`config.mk`:
```
export PLATFORM = sky130hd
export DESIGN_NAME = invader_fleet
export DESIGN_NICKNAME = d
export VERILOG_FILES = /design/src/rtl/invader_fleet_pkg.sv /design/src/rtl/invader_fleet_edge_scan.sv /design/src/rtl/invader_fleet.sv
export SDC_FILE = /design/constraint.sdc
export NUM_CORES = 1
export LEC_CHECK = 0
export ABC_AREA = 1
export ABC_CLOCK_PERIOD_IN_PS = 10000
export BUFFER_PORTS_ARGS = -buffer_cell sky130_fd_sc_hd__buf_4
export CAP_MARGIN = 20
export CORE_MARGIN = 3
export CORE_UTILIZATION = 34
export DETAILED_ROUTE_END_ITERATION = 10
export GPL_TIMING_DRIVEN = 0
export PLACE_DENSITY = 0.6
export SYNTH_ARGS = -nofsm -noshare
export SYNTH_HDL_FRONTEND = slang
export SYNTH_SLANG_ARGS = --single-unit
export TNS_END_PERCENT = 100
```
`constraint.sdc`:
```
create_clock -name clk -period 10 [get_ports clk]
set_input_delay 1 -clock clk [delete_from_list [all_inputs] [get_ports clk]]
set_output_delay 1 -clock clk [all_outputs]
set_load 0.01 [all_outputs]
```
`src/rtl/invader_fleet_pkg.sv`:
```
// Formation geometry shared between the invader state block and the renderer.
package invader_fleet_pkg;
  localparam int INVADERS_H  = 11;
  localparam int INVADERS_V  = 5;
  localparam int BITMAP_W    = INVADERS_H * INVADERS_V;
  localparam int OFFSET_H    = 32;
  localparam int OFFSET_V    = 24;
  localparam int START_X     = 64;
  localparam int START_Y     = 48;
  localparam int STEP_H      = 4;
  localparam int STEP_V      = 16;
  localparam int SCREEN_W    = 640;
  localparam int BOTTOM_Y    = 432;
  localparam int STEP_FRAMES = 8;
endpackage

```
`src/rtl/invader_fleet_edge_scan.sv`:
```
// Combinational occupancy scan: leftmost/rightmost live column, lowest live row.
module fleet_edge_scan
  import invader_fleet_pkg::*;
(
  input  logic [BITMAP_W-1:0] bitmap,
  output logic [3:0]          lc,
  output logic [3:0]          rc,
  output logic [2:0]          br,
  output logic                any
);
  logic [INVADERS_H-1:0] col_occ;
  logic [INVADERS_V-1:0] row_occ;

  always_comb begin
    col_occ = '0;
    row_occ = '0;
    for (int r = 0; r < INVADERS_V; r++) begin
      for (int c = 0; c < INVADERS_H; c++) begin
        if (bitmap[r*INVADERS_H + c]) begin
          col_occ[c] = 1'b1;
          row_occ[r] = 1'b1;
        end
      end
    end
    lc = '0;
    rc = '0;
    br = '0;
    // Scanning downward for lc and upward for rc/br lets the last hit win.
    for (int c = INVADERS_H-1; c >= 0; c--) if (col_occ[c]) lc = 4'(c);
    for (int c = 0; c < INVADERS_H; c++)    if (col_occ[c]) rc = 4'(c);
    for (int r = 0; r < INVADERS_V; r++)    if (row_occ[r]) br = 3'(r);
    any = |bitmap;
  end
endmodule

```
`src/rtl/invader_fleet.sv`:
```
// Invader formation state: alive bitmap, origin, marching and hit removal.
// Define INVADER_FLEET_SPEEDUP_EN to tie the step period to the alive count.
module invader_fleet
  import invader_fleet_pkg::*;
(
  input  logic                clk,
  input  logic                rst,
  input  logic                frame,
  input  logic                start,
  input  logic                hit_valid,
  input  logic [5:0]          hit_index,
  output logic [BITMAP_W-1:0] invaders,
  output logic [9:0]          invaders_x,
  output logic [9:0]          invaders_y,
  output logic [5:0]          alive_count,
  output logic                wave_clear,
  output logic                reached_bottom
);
  typedef enum logic [1:0] {IDLE, ACTIVE, CLEARED, LANDED} state_t;

  state_t              state;
  logic                dir_left;
  logic [4:0]          cnt;
  logic [4:0]          period;
  logic [3:0]          lc, rc;
  logic [2:0]          br;
  logic                any_alive;
  logic [10:0]         x_w, y_w, right_edge, left_edge, y_step, land_edge;
  logic [9:0]          x_step;
  logic                step_due, descend, landing, hit_ok;
  logic [63:0]         hit_space;
  logic [BITMAP_W-1:0] hit_mask;

  fleet_edge_scan u_scan (
    .bitmap (invaders),
    .lc     (lc),
    .rc     (rc),
    .br     (br),
    .any    (any_alive)
  );

  function automatic logic [10:0] sat_sub(input logic [10:0] a, input logic [10:0] b);
    return (a < b) ? 11'd0 : a - b;
  endfunction

  always_comb begin
`ifdef INVADER_FLEET_SPEEDUP_EN
    period = 5'd1 + {1'b0, alive_count[5:2], alive_count[1]};
`else
    period = 5'(STEP_FRAMES);
`endif
    x_w        = {1'b0, invaders_x};
    y_w        = {1'b0, invaders_y};
    right_edge = x_w + 11'(OFFSET_H) * (11'(rc) + 11'd1);
    left_edge  = x_w + 11'(OFFSET_H) * 11'(lc);
    descend    = dir_left ? (left_edge < 11'(STEP_H))
                          : (right_edge + 11'(STEP_H) > 11'(SCREEN_W));
    y_step     = descend ? y_w + 11'(STEP_V) : y_w;
    x_step     = descend  ? invaders_x :
                 dir_left ? 10'(sat_sub(x_w, 11'(STEP_H))) : 10'(x_w + 11'(STEP_H));
    land_edge  = y_step + 11'(OFFSET_V) * (11'(br) + 11'd1);
    // >= rather than == so a shrinking period fires immediately.
    step_due   = frame && any_alive && (cnt >= period - 5'd1);
    landing    = step_due && descend && (land_edge >= 11'(BOTTOM_Y));
    hit_space  = 64'(invaders);
    hit_ok     = hit_valid && (hit_index < 6'(BITMAP_W)) && hit_space[hit_index];
    hit_mask   = hit_ok ? (BITMAP_W'(1) << hit_index) : '0;
  end

  always_ff @(posedge clk) begin
    if (rst) begin
      state          <= IDLE;
      invaders       <= '0;
      invaders_x     <= 10'(START_X);
      invaders_y     <= 10'(START_Y);
      alive_count    <= '0;
      dir_left       <= 1'b0;
      cnt            <= '0;
      wave_clear     <= 1'b0;
      reached_bottom <= 1'b0;
    end else if (start) begin
      state          <= ACTIVE;
      invaders       <= '1;
      invaders_x     <= 10'(START_X);
      invaders_y     <= 10'(START_Y);
      alive_count    <= 6'(BITMAP_W);
      dir_left       <= 1'b0;
      cnt            <= '0;
      wave_clear     <= 1'b0;
      reached_bottom <= 1'b0;
    end else if (state == ACTIVE) begin
      if (frame) begin
        if (step_due) begin
          cnt        <= '0;
          invaders_x <= x_step;
          invaders_y <= y_step[9:0];
          if (descend) dir_left <= ~dir_left;
        end else begin
          cnt <= cnt + 5'd1;
        end
      end
      if (hit_ok) begin
        invaders    <= invaders & ~hit_mask;
        alive_count <= alive_count - 6'd1;
      end
      if (hit_ok && alive_count == 6'd1) begin
        state      <= CLEARED;
        wave_clear <= 1'b1;
      end else if (landing) begin
        state          <= LANDED;
        reached_bottom <= 1'b1;
      end
    end
  end
endmodule

```
Word level (Yosys, flattened, before mapping)
Cells that the tools add are included.
{ "op_classes": {"magnitude_cmp": 7, "bitwise": 5, "n_mul": 1, "n_reduce_logical": 23, "n_addsub": 11, "n_eq_ne": 2, "shift": 1, "mux": 142} }
{ "ops": {"columns": ["op", "n"], "rows": [
  ["55-bit two-way mux", 4],
  ["1-bit two-way mux", 105],
  ["4-bit two-way mux", 14],
  ["55-bit bitwise AND", 1],
  ["55-bit inverter", 1],
  ["55-bit OR reduction", 1],
  ["1-bit by 6-bit left shift with 55-bit output (first input constant)", 1],
  ["10-bit two-way mux", 2],
  ["6-bit two-way mux", 3],
  ["3-bit two-way mux", 5],
  ["2-bit two-way mux", 6],
  ["2-bit AND reduction", 6],
  ["10-bit by 10-bit adder with 11-bit output", 1],
  ["10-bit by 5-bit adder with 11-bit output (second input constant)", 1],
  ["10-bit by 9-bit adder with 11-bit output", 1],
  ["11-bit by 3-bit adder with 11-bit output (second input constant)", 1],
  ["11-bit by 9-bit adder with 11-bit output", 1],
  ["11-bit by 9-bit greater-or-equal comparator with 1-bit output (second input constant)", 1],
  ["11-bit by 10-bit greater-than comparator with 1-bit output (second input constant)", 1],
  ["11-bit by 3-bit < comparator with 1-bit output (second input constant)", 1],
  ["11-bit two-way mux", 1],
  ["10-bit by 3-bit adder with 10-bit output (second input constant)", 1],
  ["10-bit by 3-bit < comparator with 1-bit output (second input constant)", 1],
  ["10-bit by 3-bit subtractor with 10-bit output (second input constant)", 1],
  ["19 further kinds", 31]
]} }
{ "word_totals": {"inputBits": 11, "wordCells": 203, "reg_bits": 91} }

Longest topological paths before layout
{ "logic_depth": {"depth_word": 28, "depth_mapped": 39} }

Cells and area by module
From an unflattened synthesis, not the netlist that was laid out.
{ "hier_totals": {"hier_cells": 881, "area_unflattened_um2": 5879.4} }
{ "by_module_without_submodules": {"columns": ["mod", "area_per_inst_um2", "cells_each", "instances"], "rows": [
  ["invader_fleet", 5266.3, 753, 1],
  ["fleet_edge_scan", 613.1, 128, 1]
]} }

Worst setup path after synthesis
No wires, ideal clock.
{ "synth_timing": {"path_type": "reg2reg", "start": "register invaders[36]", "end": "register state[0]", "setup_slack_ps": 5568, "synth_period_minus_slack_ps": 4432, "required_ps": 9869, "t_arrival_ps": 4301, "path_stages_with_launch": 35, "setup_ps": 131, "cell_sequence": "dfxtp_1 -> nor4_1 -> nand2_1 -> a21oi_1 -> o21ai_0 -> a21oi_1 -> o21ai_0 -> nand2_1 -> inv_1 -> ha_1 -> xnor2_1 -> ha_1 -> nand2_1 -> nand2_1 -> nor2_1 -> nand2_1 -> o21ai_0 -> o21ai_2 -> nand2_2 -> nand2_4 -> nand2_4 -> xor2_1 -> ha_1 -> inv_1 -> fa_1 -> o21ai_0 -> nand3_1 -> nand2_1 -> nand3_1 -> nand2_1 -> nand4_2 -> nand3_1 -> nand2_1 -> inv_2 -> a21oi_2"} }
{ "synth_between": {"elab_chain_cells": 21, "elab_cells_between_ends": 50, "cone_classes": "add/sub (6); mul (1); order compare (3); mux (31); reduce/logical (9)"} }
{ "synth_rtl": {"columns": ["item", "line_no", "source"], "rows": [
  ["start: declaration", "invader_fleet.sv:12", "output logic [BITMAP_W-1:0] invaders,"],
  ["start signal: assignment", "invader_fleet.sv:103", "invaders <= invaders & ~hit_mask;"],
  ["1-bit two-way mux * (2 in series)", "invader_fleet_edge_scan.sv:19", "if (bitmap[r*INVADERS_H + c]) begin"],
  ["2-bit two-way mux", "invader_fleet_edge_scan.sv:30", "for (int c = 0; c < INVADERS_H; c++) if (col_occ[c]) rc = 4'(c);"],
  ["3-bit two-way mux (4 in series)", "invader_fleet_edge_scan.sv:30", null],
  ["4-bit two-way mux (3 in series)", "invader_fleet_edge_scan.sv:30", null],
  ["4-bit by 1-bit adder with 5-bit output", "invader_fleet.sv:54", "right_edge = x_w + 11'(OFFSET_H) * (11'(rc) + 11'd1);"],
  ["10-bit by 10-bit adder with 11-bit output", "invader_fleet.sv:54", null],
  ["11-bit by 3-bit adder with 11-bit output", "invader_fleet.sv:57", ": (right_edge + 11'(STEP_H) > 11'(SCREEN_W));"],
  ["11-bit by 10-bit greater-than comparator with 1-bit output", "invader_fleet.sv:57", null],
  ["1-bit two-way mux *", "invader_fleet.sv:56", "descend = dir_left ? (left_edge < 11'(STEP_H))"],
  ["11-bit two-way mux *", "invader_fleet.sv:58", "y_step = descend ? y_w + 11'(STEP_V) : y_w;"],
  ["net y_step[4]", "invader_fleet.sv:28", "logic [10:0] x_w, y_w, right_edge, left_edge, y_step, land_edge;"],
  ["11-bit by 9-bit adder with 11-bit output *", "invader_fleet.sv:61", "land_edge = y_step + 11'(OFFSET_V) * (11'(br) + 11'd1);"],
  ["11-bit by 9-bit greater-or-equal comparator with 1-bit output *", "invader_fleet.sv:64", "landing = step_due && descend && (land_edge >= 11'(BOTTOM_Y));"],
  ["1-bit logical AND *", "invader_fleet.sv:64", null],
  ["3-bit nonzero test (no source line) *", null, null],
  ["2-bit AND reduction (no source line) *", null, null],
  ["end signal: assignment", "invader_fleet.sv:72", "state <= IDLE;"],
  ["end signal: assignment", "invader_fleet.sv:82", "state <= ACTIVE;"],
  ["end signal: assignment", "invader_fleet.sv:107", "state <= CLEARED;"],
  ["end: declaration", "invader_fleet.sv:21", "state_t state;"]
]} }
Mark *: on every way through the listed nets, which the timed path passes. The rest lies on a longest branch. The select of a mux whose other input is x is not followed.
A chain may end at the register's enable or synchronous reset.

Final worst setup path
Ends and elaborated chain as after synthesis.

==> PnR_summary.wiki <==
{| class="wikitable"
! Metric !! Value
|-
| Crit-path leading delay family || simple AND/OR/NAND/NOR gates
|-
| Total number of clock tree sinks || 85
|-
| Maximum number of pins on one net before global-route repair || 17
|-
| Antenna viol nets, final || 0
|-
| Number of antenna violations at the first check in global routing || 0
|-
| Std cell rows || 47
|-
| Post-route non-filler standard cell count || 1205
|-
| Later-pin clock latency in the skew report || 0.35 ns
|-
| Detailed-route vias per instance || 5.38
|-
| DR pass1 iterations || 6
|-
| Warning count from the yosys run || 0
|-
| Total Nets Final || 1017
|-
| Flip-flop and latch count after synthesis || 85
|-
| Hpwl dp || 16900 um
|-
| Overall fraction of global-route tracks in use || 0.217
|-
| Lkg Pwr || 0.00331 uW
|-
| Number of violations reported at the end of detailed-routing iteration 0 || 546
|-
| Cell seen most often among critical-path stages || nand2_1
|-
| Status || finished clean
|-
| Number of ports placed on the die boundary || 94
|-
| Vias in the first global route || 6033
|-
| Start point of the critical path || invaders[36]
|-
| CP max-delay cell || fa_1
|-
| # diodes || 0
|-
| Wire length of the first global-routing pass || 33400 um
|-
| Number of cells after detailed placement || 1189
|-
| Top fanout value on the critical path || 7
|-
| Slew at the pin closest to its max-slew limit || 0.699 ns
|-
| Setup Total Neg Slack || 0 ns
|-
| Number of distinct library cell variants in the gate-level netlist after synthesis || 57
|-
| Combinational family with the most area after synthesis || simple AND/OR/NAND/NOR gates
|-
| Complex-gate fraction of the synthesized area || 0.217
|-
| Largest clock skew in the final design || 0.00716 ns
|-
| Worst min path class || reg2reg
|-
| Final Hold Fails || 0
|-
| Setup slack of the most critical reg-to-reg path || 4.58 ns
|-
| Crit path capture || state[0]
|-
| Number of cells produced by synthesis || 877
|-
| Final weighted congestion in routability-driven placement || 0.992
|-
| Count of cells resized by post-cts repair || 0
|-
| Most common cell after layout, fill and taps aside || nand2_1
|-
| Reg2Reg Capture Point || state[0]
|-
| Type of origin of the critical path || register
|-
| Critical path depth in cells || 34
|-
| Fraction of final layout cells sized beyond drive strength 1 || 0.171
|-
| Highest-count cells in the layout ignoring fill and taps || 176 x nand2_1, 104 x inv_1, 91 x buf_4, 85 x dfxtp_1, 83 x a21oi_1
|-
| X dimension of the die || 138 um
|-
| Area share of and/or/nand/nor cells after synthesis || 0.299
|-
| Type of the worst setup path || reg2reg
|-
| Bufs on Longest Clock Path || 2
|-
| Clk Tree Root Cell || clkbuf_16
|-
| Slew Limit Headroom || 0.532
|-
| Synthesized cell area || 5930 um2
|-
| Overflow after GRT || 0
|-
| Worst flop-to-flop path startpoint || invaders[36]
|-
| Maximum vdd ir drop || 96.0 uV
|-
| Total of endpoints with negative setup slack in the final report || 0
|-
| Worst R2R Path Depth || 34
|-
| # DRC || 0
|-
| RSZ-0062 raised after global routing || no
|-
| Average detailed-routed wire length per instance || 17.7 um
|-
| Wire length after detailed routing || 21300 um
|-
| Syn-to-layout area delta || 21.4%
|-
| Die area || 19100 um2
|-
| WP data arrival || 5.64 ns
|-
| Xor/xnor share of the synthesized area || 0.0251
|-
| Buffers inserted by post-CTS timing repair || 0
|-
| Critical Path End Type || register
|-
| Portion of the post-synthesis area used by sequential elements || 0.287
|-
| Clock-pin slew of the registers on the worst-case setup and hold paths || 0.07 ns
|-
| Achievable clock frequency || 0.185 GHz
|-
| Hold-fix buffer count after cts || 0
|-
| TritonCTS clock tree || done
|-
| Clock period minus worst slack || 5.42 ns
|-
| Delay of the slowest cell on the worst path || 0.41 ns
|-
| Max_cap viols || 0
|-
| Number of buffers added by the clock tree synthesis step || 9
|-
| Period Utilization, post-route || 0.542
|-
| Effective utilization at floorplan || 0.352
|-
| Post-synthesis average cell area || 6.76 um2
|-
| Proportion of synthesized area in mux cells || 0
|-
| Ratio of total power to cell area || 132 nW/um2
|-
| Worst path required time || 10.22 ns
|-
| Count of input and output buffers || 84
|-
| Die height || 138 um
|-
| Synthesized-area fraction occupied by adder cells || 0.0574
|-
| Bufs and invs on worst path || 3
|-
| Max Transition Viols Final || 0
|-
| CTS HTree Levels || 3
|-
| Std-Cell Core Area || 16800 um2
|-
| Routed vias || 6483
|}
[state kept, by name (all words and copies together), names as in the netlist]
| name | cells |
|---|---|
| invaders | 55 |
| invaders_x | 8 |
| alive_count | 6 |
| invaders_y | 6 |
| cnt | 5 |
| state | 2 |
| dir_left | 1 |
| reached_bottom | 1 |
| wave_clear | 1 |
[cells in the mapped netlist, drive strengths merged]
| library cell | number | area share |
|---|---|---|
| and2 | 1 | 0.0011 |
| nor4 | 8 | 0.0084 |
| nor3b | 1 | 0.0021 |
| nand4 | 12 | 0.015 |
| buf | 19 | 0.023 |
| conb | 1 | 0.00063 |
| a22oi | 8 | 0.010 |
| xnor2 | 3 | 0.0044 |
| ha | 24 | 0.051 |
| nand2 | 187 | 0.13 |
| a21oi | 85 | 0.073 |
| a31o | 2 | 0.0030 |
| nand3b | 3 | 0.0038 |
| xor2 | 14 | 0.021 |
| nor2 | 67 | 0.049 |
| o211a | 1 | 0.0017 |
| a32oi | 1 | 0.0015 |
| o2111ai | 16 | 0.024 |
| or3 | 1 | 0.0011 |
| o21ai | 48 | 0.041 |
| a221oi | 2 | 0.0030 |
| nor3 | 32 | 0.029 |
| clkbuf | 25 | 0.016 |
| a211oi | 2 | 0.0025 |
| o211ai | 20 | 0.036 |
| dfxtp | 85 | 0.29 |
| a31oi | 4 | 0.0042 |
| nand3 | 70 | 0.061 |
| or2 | 1 | 0.0011 |
| and3 | 1 | 0.0011 |
| nor4b | 1 | 0.0015 |
| o311ai | 2 | 0.0030 |
| fa | 2 | 0.0068 |
| clkinv | 2 | 0.0013 |
| o22ai | 10 | 0.012 |
| inv | 114 | 0.073 |
| a21boi | 1 | 0.0013 |
| o221ai | 1 | 0.0015 |
[through the flow]
step | instance area [um2] | worst slack (ns) | hold WS (ns) | util | power [uW]
after global placement | 6860 | 4.75 | 0.444 | 0.408 | 576
after CTS | 7200 | 4.64 | 0.457 | 0.428 | 955
after floorplan | 5960 | 5.57 | 0.463 | - | 501
after global routing | 7200 | 4.25 | 0.489 | 0.428 | 989
after detailed placement | 6860 | 4.66 | 0.446 | 0.408 | 577
final | 7200 | 4.58 | 0.454 | 0.428 | 950
[logic make-up (layout without fill, tap and decap cells)]
logic type,count (synthesis),count (layout)
flip-flops,85,85
other,1,9
buffers and inverters,160,260
AO/OA/AOI/OAI,203,203
XOR/XNOR,17,17
AND/OR/NAND/NOR,385,385
adder cells (fa/ha/maj),26,26
[power breakdown]
part	internal, uW	leakage [uW]	switching [uW]
Combinational	69.7	0.00245	116
Clock	223	0.000163	153
Sequential	356	0.000705	31.0
[worst min-delay path by stage]
stage | start | end | slack, ns | depth (start not counted)
after global placement | reached_bottom | reached_bottom | 0.44 | 2
final | reached_bottom | reached_bottom | 0.45 | 2
after floorplan | cnt[1] | cnt[1] | 0.46 | 2
after global routing | wave_clear | wave_clear | 0.49 | 2
after detailed placement | reached_bottom | reached_bottom | 0.45 | 2
after CTS | reached_bottom | reached_bottom | 0.46 | 2
[final cells by class]
type | instances | area [um2]
buffer | 44 | 233
tap | 220 | 275
multi-input combinational | 640 | 3580
clock buffer | 9 | 225
fill | 1855 | 9620
sequential | 85 | 1700
timing repair buffer | 84 | 631
clock inverter | 7 | 106
inverter | 116 | 440
[tightest hold or removal path: cells and delay by family, from the launching register on]
kind / cells / cell delay [ns]
buffers and inverters: 1 / 0.05
DFF: 1 / 0.31
AOI/OAI and AO/OA: 1 / 0.05
[layer usage]
layer | vias to the layer above | wire (um) | GRT usage
met4 | 0 | 692 | 0.0775
met5 | - | 0 | 0
li1 | 3185 | - | -
met3 | 50 | 1580 | 0.0366
met1 | 2956 | 9410 | 0.301
met2 | 292 | 9610 | 0.340
Note: power is estimated with default switching activity, not from simulation.
